--- src/rtl/fp16_stream_accum.sv ---
`default_nettype none
// ============================================================================
//  Module      : fp16_stream_accum
//  Description : Packetised fp16 stream accumulator. Each accepted element
//                passes through a four-state align/add/normalise sequence
//                and one saturating, NaN-flagged fp16 sum is emitted per
//                packet.
//  Revision    : 1.0  initial release
// ============================================================================
module fp16_stream_accum (
    input  logic        clk,
    input  logic        rst_n,
    input  logic        s_valid,
    output logic        s_ready,
    input  logic [15:0] s_data,
    input  logic        s_last,
    output logic        m_valid,
    input  logic        m_ready,
    output logic [15:0] m_data,
    output logic        m_ovf,
    output logic        m_nan
);

    localparam logic [2:0] c_ST_ACCEPT = 3'd0;
    localparam logic [2:0] c_ST_ALIGN  = 3'd1;
    localparam logic [2:0] c_ST_ADD    = 3'd2;
    localparam logic [2:0] c_ST_NORM   = 3'd3;
    localparam logic [2:0] c_ST_EMIT   = 3'd4;

    localparam logic [15:0] c_QNAN    = 16'h7E00;
    localparam logic [15:0] c_POS_MAX = 16'h7BFF;
    localparam logic [15:0] c_NEG_MAX = 16'hFBFF;

    // control / architectural state
    logic [2:0]  r_state;
    logic [15:0] r_acc;
    logic        r_ovf;
    logic        r_nan;
    logic [15:0] r_m_data;
    logic        r_m_ovf;
    logic        r_m_nan;

    // pipeline registers
    logic [15:0] r_in_data;
    logic        r_in_last;
    logic [13:0] r_mag_a;
    logic [13:0] r_mag_b;
    logic        r_sign_a;
    logic        r_sign_b;
    logic [4:0]  r_exp;
    logic [14:0] r_sum;
    logic        r_sum_sign;

    // align stage wires
    logic        w_a_zero;
    logic        w_b_zero;
    logic [4:0]  w_ea;
    logic [4:0]  w_eb;
    logic [13:0] w_ma;
    logic [13:0] w_mb;
    logic [4:0]  w_diff;
    logic [13:0] w_al_a;
    logic [13:0] w_al_b;
    logic [4:0]  w_al_exp;

    // add stage wires
    logic [14:0] w_sum;
    logic        w_sum_sign;

    // normalise stage wires
    logic [3:0]        w_lz;
    logic signed [6:0] w_norm_exp;
    logic [9:0]        w_norm_mant;
    logic [15:0]       w_acc_next;
    logic              w_sat;

    logic w_s_special;
    logic w_accept;
    logic w_emit_done;

    assign w_s_special = (s_data[14:10] == 5'd31);
    assign w_accept    = (r_state == c_ST_ACCEPT) && s_valid;
    assign w_emit_done = (r_state == c_ST_EMIT) && m_ready;

    assign s_ready = (r_state == c_ST_ACCEPT) && rst_n;
    assign m_valid = (r_state == c_ST_EMIT);
    assign m_data  = r_m_data;
    assign m_ovf   = r_m_ovf;
    assign m_nan   = r_m_nan;

    // Decode acc and the latched element, then align the smaller exponent to the larger
    always_comb begin
        // exp==0 (zero / flushed subnormal) and exp==31 (special) both contribute zero
        w_a_zero = (r_acc[14:10] == 5'd0) || (r_acc[14:10] == 5'd31);
        w_b_zero = (r_in_data[14:10] == 5'd0) || (r_in_data[14:10] == 5'd31);
        w_ea     = w_a_zero ? 5'd0 : r_acc[14:10];
        w_eb     = w_b_zero ? 5'd0 : r_in_data[14:10];
        w_ma     = w_a_zero ? 14'd0 : {1'b1, r_acc[9:0], 3'b000};
        w_mb     = w_b_zero ? 14'd0 : {1'b1, r_in_data[9:0], 3'b000};
        w_al_a   = w_ma;
        w_al_b   = w_mb;
        if (w_ea >= w_eb) begin
            w_diff   = w_ea - w_eb;
            w_al_exp = w_ea;
            w_al_b   = (w_diff >= 5'd14) ? 14'd0 : (w_mb >> w_diff);
        end else begin
            w_diff   = w_eb - w_ea;
            w_al_exp = w_eb;
            w_al_a   = (w_diff >= 5'd14) ? 14'd0 : (w_ma >> w_diff);
        end
    end

    // Signed-magnitude add of the aligned operands
    always_comb begin
        w_sum      = 15'd0;
        w_sum_sign = 1'b0;
        if (r_sign_a == r_sign_b) begin
            w_sum      = {1'b0, r_mag_a} + {1'b0, r_mag_b};
            w_sum_sign = r_sign_a;
        end else if (r_mag_a > r_mag_b) begin
            w_sum      = {1'b0, r_mag_a - r_mag_b};
            w_sum_sign = r_sign_a;
        end else if (r_mag_b > r_mag_a) begin
            w_sum      = {1'b0, r_mag_b - r_mag_a};
            w_sum_sign = r_sign_b;
        end
        // equal magnitudes, opposite signs: exact positive zero (defaults)
    end

    // Normalise, truncate guard bits, then flush/saturate into the next acc value
    always_comb begin
        w_lz = 4'd0;
        // ascending scan so the highest set bit decides the shift
        for (int i = 0; i < 14; i++) begin
            if (r_sum[i]) w_lz = 4'(13 - i);
        end
        if (r_sum[14]) begin
            w_norm_exp  = signed'({2'b00, r_exp}) + 7'sd1;
            w_norm_mant = r_sum[13:4];
        end else begin
            w_norm_exp  = signed'({2'b00, r_exp}) - signed'({3'b000, w_lz});
            w_norm_mant = 10'((r_sum[13:0] << w_lz) >> 3);
        end
        w_sat = 1'b0;
        if (r_sum == 15'd0) begin
            w_acc_next = 16'h0000;
        end else if (w_norm_exp < 7'sd1) begin
            w_acc_next = 16'h0000;
        end else if (w_norm_exp > 7'sd30) begin
            w_acc_next = r_sum_sign ? c_NEG_MAX : c_POS_MAX;
            w_sat      = 1'b1;
        end else begin
            w_acc_next = {r_sum_sign, w_norm_exp[4:0], w_norm_mant};
        end
    end

    // Sequencer, accumulator, sticky flags and registered packet outputs
    always_ff @(posedge clk or negedge rst_n) begin
        if (!rst_n) begin
            r_state  <= c_ST_ACCEPT;
            r_acc    <= 16'h0000;
            r_ovf    <= 1'b0;
            r_nan    <= 1'b0;
            r_m_data <= 16'h0000;
            r_m_ovf  <= 1'b0;
            r_m_nan  <= 1'b0;
        end else begin
            case (r_state)
                c_ST_ACCEPT: begin
                    if (w_accept) begin
                        r_nan   <= r_nan | w_s_special;
                        r_state <= c_ST_ALIGN;
                    end
                end
                c_ST_ALIGN: r_state <= c_ST_ADD;
                c_ST_ADD:   r_state <= c_ST_NORM;
                c_ST_NORM: begin
                    r_acc <= w_acc_next;
                    r_ovf <= r_ovf | w_sat;
                    if (r_in_last) begin
                        r_m_data <= r_nan ? c_QNAN : w_acc_next;
                        r_m_ovf  <= r_ovf | w_sat;
                        r_m_nan  <= r_nan;
                        r_state  <= c_ST_EMIT;
                    end else begin
                        r_state <= c_ST_ACCEPT;
                    end
                end
                c_ST_EMIT: begin
                    if (w_emit_done) begin
                        r_acc    <= 16'h0000;
                        r_ovf    <= 1'b0;
                        r_nan    <= 1'b0;
                        r_m_data <= 16'h0000;
                        r_m_ovf  <= 1'b0;
                        r_m_nan  <= 1'b0;
                        r_state  <= c_ST_ACCEPT;
                    end
                end
                default: r_state <= c_ST_ACCEPT;
            endcase
        end
    end

    // Datapath pipeline: input latch, aligned operands, raw sum
    always_ff @(posedge clk or negedge rst_n) begin
        if (!rst_n) begin
            r_in_data  <= 16'h0000;
            r_in_last  <= 1'b0;
            r_mag_a    <= 14'd0;
            r_mag_b    <= 14'd0;
            r_sign_a   <= 1'b0;
            r_sign_b   <= 1'b0;
            r_exp      <= 5'd0;
            r_sum      <= 15'd0;
            r_sum_sign <= 1'b0;
        end else begin
            if (w_accept) begin
                r_in_data <= s_data;
                r_in_last <= s_last;
            end
            if (r_state == c_ST_ALIGN) begin
                r_mag_a  <= w_al_a;
                r_mag_b  <= w_al_b;
                r_sign_a <= r_acc[15];
                r_sign_b <= r_in_data[15];
                r_exp    <= w_al_exp;
            end
            if (r_state == c_ST_ADD) begin
                r_sum      <= w_sum;
                r_sum_sign <= w_sum_sign;
            end
        end
    end

endmodule
`default_nettype wire

--- config.mk ---
export PLATFORM = sky130hd
export DESIGN_NAME = fp16_stream_accum
export DESIGN_NICKNAME = d
export VERILOG_FILES = /design/src/rtl/fp16_stream_accum.sv
export SDC_FILE = /design/constraint.sdc
export NUM_CORES = 1
export LEC_CHECK = 0
export CORE_MARGIN = 2
export CORE_UTILIZATION = 55
export CTS_BUF_LIST = sky130_fd_sc_hd__clkbuf_4 sky130_fd_sc_hd__clkbuf_8 sky130_fd_sc_hd__clkbuf_16
export DETAILED_ROUTE_END_ITERATION = 7
export HOLD_SLACK_MARGIN = 0.02
export PLACE_DENSITY = 0.74
export SETUP_SLACK_MARGIN = 0.5
export SLEW_MARGIN = 20
export SYNTH_ARGS = -nofsm -noshare
export SYNTH_HDL_FRONTEND = slang
export SYNTH_SLANG_ARGS = --single-unit
--- constraint.sdc ---
create_clock -name clk -period 4.3 [get_ports clk]
set_clock_uncertainty 0.2 [all_clocks]
set_input_delay 0.43 -clock clk [delete_from_list [all_inputs] [get_ports clk]]
set_output_delay 0.43 -clock clk [all_outputs]
set_load 0.01 [all_outputs]
==> summary.txt <==
Flow run
  • Max capacitance violation total: 0

Drt
  • Total routed wirelength: about 27,000 um
  • DRC violations left: 0
  • Vias/cell: roughly 6.4
  • DR vias: 8,656
  • Avg WL per Cell: around 19 um
  • 1st-iter DRT viols: ~960
  • Drt pass-1 iters: 7
  • Antenna-violating nets left: 0

Timing
  • Setup TNS: 0 ns
  • Max Fclk: between 200 and 300 MHz
  • Slew HR: 0.383
  • Measured slew at the worst slew-check pin: roughly 0.90 ns
  • Final Max Tran Viols: 0
  • RSZ-0062 raised after global routing: true
  • Setup violators final: 0
  • Period Utilization, post-route: 0.880
  • Post-layout min period: roughly 3.8 ns
  • Final hold vios: 0

Floorplanning
  • Die X-Extent: 132 um
  • Core box area: ~0.016 sq mm
  • FP Rows: 46
  • Die H: ~130 um
  • I/O pins: 41
  • Starting Density: 0.566
  • Die Area: between 0.015 and 0.02 sq mm

Place
  • Placement Cell Area: approximately 0.0096 sq mm
  • RePlAce Congestion: 0.976
  • Port bufs: 40
  • Post-DP HPWL: ~20,000 um

Yosys
  • Avg Cell Area, Syn: about 8.1 sq um
  • FF+latch count, synth: ~110
  • Synth warn: 0
  • Seq/Total Area, Yosys: 0.297
  • Mapped Cells: approximately 1,100
  • Syn nets: around 1,200
  • Yosys cell types: between 80 and 90
  • Primary FF master, synth: dfrtp_1
  • Cell area after synthesis: 0.00902 sq mm
  • Number of flops mapped to enable cells by yosys: 0
  • Synth async-reset ratio: 1.00

Critical path
  • Cells along the critical path: nand2b_4 > a221o_1 > a211oi_4 > o21bai_4 > inv_2 > ha_4 > fa_2 > nor2b_1 > o21a_1 > o31ai_4 > xnor2_2 > o41a_1 > buf_12 > o211ai_1 > a311oi_2 > a211oi_2
  • Reg2Reg Depth: 16
  • Worst-path maximum fanout: 8
  • CP arrival: ~3.8 ns
  • Kind of critical path: reg2reg
  • Slowest stage delay, CP: 0.43 ns
  • Worst EP required: approximately 4.3 ns
  • Crit end category: register
  • Setup crit start kind: register
  • Critical-path top delay cell: dfrtp_2

Global route
  • First-pass GRT wire length: ~42,000 um
  • GR Overflow Total: 0
  • Vias in the first global route: around 7,800
  • Gr usage total: 0.297
  • Pin count of the biggest net entering global routing: 66
  • Initial antenna violation count: 0

Worst hold path
  • Tightest Hold Check Type: reg2reg
  • Worst hold stages: 2

CTS
  • Clk root buf: clkbuf_16
  • Clk buf depth: 2
  • CTS tree: built
  • Clk sink count: 107
  • TritonCTS Buffers: 9
  • Reg clk slew, reported paths: around 0.08 ns
  • H-tree depth: 3
  • Worst skew pair latency: 0.36 ns

Layout
  • Count of nets after finishing: 1,225
  • Area grow syn2layout: 15.3%
  • Multi-input logic area: ~0.006 sq mm
  • Share of cells above drive strength 1: 0.142
  • # diodes: 0
  • Fin area: approximately 0.010 sq mm
  • Fillcell total: roughly 1,400
  • Reg area: between 0.002 and 0.003 sq mm

Status
  • Status: completed
-- worst paths after layout --
path	start	endpoint	slack (ns)
max in group asynchronous	rst_n	r_sum[10]$_DFFE_PN0P_	2.20
worst max-delay path	r_sum[1]$_DFFE_PN0P_	r_acc[8]$_DFFE_PN0P_	0.52
worst min register to register	m_data[2]$_DFFE_PN0P_	m_data[2]$_DFFE_PN0P_	0.29
min in group asynchronous	rst_n	r_in_data[12]$_DFFE_PN0P_	0.41
worst min-delay path	m_data[2]$_DFFE_PN0P_	m_data[2]$_DFFE_PN0P_	0.29
worst max register to register	r_sum[1]$_DFFE_PN0P_	r_acc[8]$_DFFE_PN0P_	0.52
-- registers in the layout, summed over array words and instances (netlist names), 3 cells and up --
| register | cells |
|---|---|
| m_data | 16 |
| r_acc | 16 |
| r_exp | 5 |
| r_in_data | 16 |
| r_mag_a | 14 |
| r_mag_b | 14 |
| r_state | 3 |
| r_sum | 15 |
-- metrics by stage --
stage,utilization,std cells,hold slack [ns],setup slack (ns)
after floorplan,-,1114,-0.0656,0.488
after global placement,0.602,1321,0.260,0.363
final,0.653,1363,0.288,0.517
after detailed placement,0.603,1321,0.264,0.125
after global routing,0.653,1363,0.316,0.385
after CTS,0.630,1340,0.293,0.505
-- placed cells by master, fill, tap and decap left out, types with 17 or more instances in the layout --
master           instances
mux2_2                  26
buf_4                   49
inv_1                   71
o21ai_0                 55
nand2_1                135
ha_1                    54
o22ai_1                 20
nand3_1                 26
dfrtp_1                101
a21oi_1                 86
clkdlybuf4s50_1         39
nand2b_1                17
nor3_1                  23
mux2i_1                 24
o21ai_1                 17
nor2_1                  80
-- area by class of cell --
type                    instances  share of cell area
well taps                     216              0.0260
clock inverters                 7              0.0102
clock buffers                   9              0.0216
multi-input cells             859               0.579
flip-flops and latches        107               0.258
inverters                      73              0.0268
repair buffers                 92              0.0779
-- synthesized netlist by cell type, drive strengths merged (18+ instances only) --
| library cell | number | share of area |
|---|---|---|
| nand2 | 137 | 0.057 |
| dfrtp | 107 | 0.30 |
| a21oi | 92 | 0.051 |
| nor2 | 81 | 0.034 |
| o21ai | 75 | 0.042 |
| inv | 73 | 0.030 |
| clkbuf | 56 | 0.023 |
| ha | 56 | 0.078 |
| mux2i | 28 | 0.032 |
| mux2 | 27 | 0.034 |
| nand3 | 26 | 0.014 |
| nor3 | 26 | 0.014 |
| o22ai | 20 | 0.014 |
| buf | 19 | 0.011 |
| nand2b | 18 | 0.012 |
| xnor2 | 18 | 0.017 |
-- repair_timing --
item / CTS / global route
buffers inserted: 2 / 23
endpoints found under the setup margin: 50 / 54
pin swaps: 4 / 14
hold buffers: 1 / 0
gates resized for setup: 15 / 41
endpoints found under the hold margin: 42 / 0
-- kinds of logic (layout without fill, tap and decap cells) --
kind of cell | after synthesis | count (layout) | share of synthesized area
simple gates | 362 | 362 | 0.191
compound gates | 357 | 357 | 0.269
buf+inv | 148 | 181 | 0.0645
flops | 107 | 107 | 0.297
fa+ha+maj | 62 | 62 | 0.0910
mux | 55 | 55 | 0.0660
xor+xnor | 23 | 23 | 0.0223
-- layer usage --
| layer | share of wire | vias up | wire, um | GRT usage |
|---|---|---|---|---|
| met5 | 0 | - | 0 | 0 |
| met4 | 0.023 | 0 | 617 | 0.0978 |
| met3 | 0.073 | 50 | 1930 | 0.0557 |
| met2 | 0.46 | 391 | 12200 | 0.460 |
| met1 | 0.45 | 4131 | 11900 | 0.421 |
| li1 | - | 4084 | - | - |
-- worst max-delay path, delay by kind of cell, from the launching register on --
kind                       cells  cell delay, ns
AOI/OAI and AO/OA              9            2.05
xor gates and xnor gates       1            0.20
and+or+nand+nor                2            0.19
buffers and inverters          2            0.23
DFF                            1            0.43
adders and majority gates      2            0.32
Power is not shown: default switching activity piles up to over one toggle a cycle in this logic, so the estimate is an artifact.
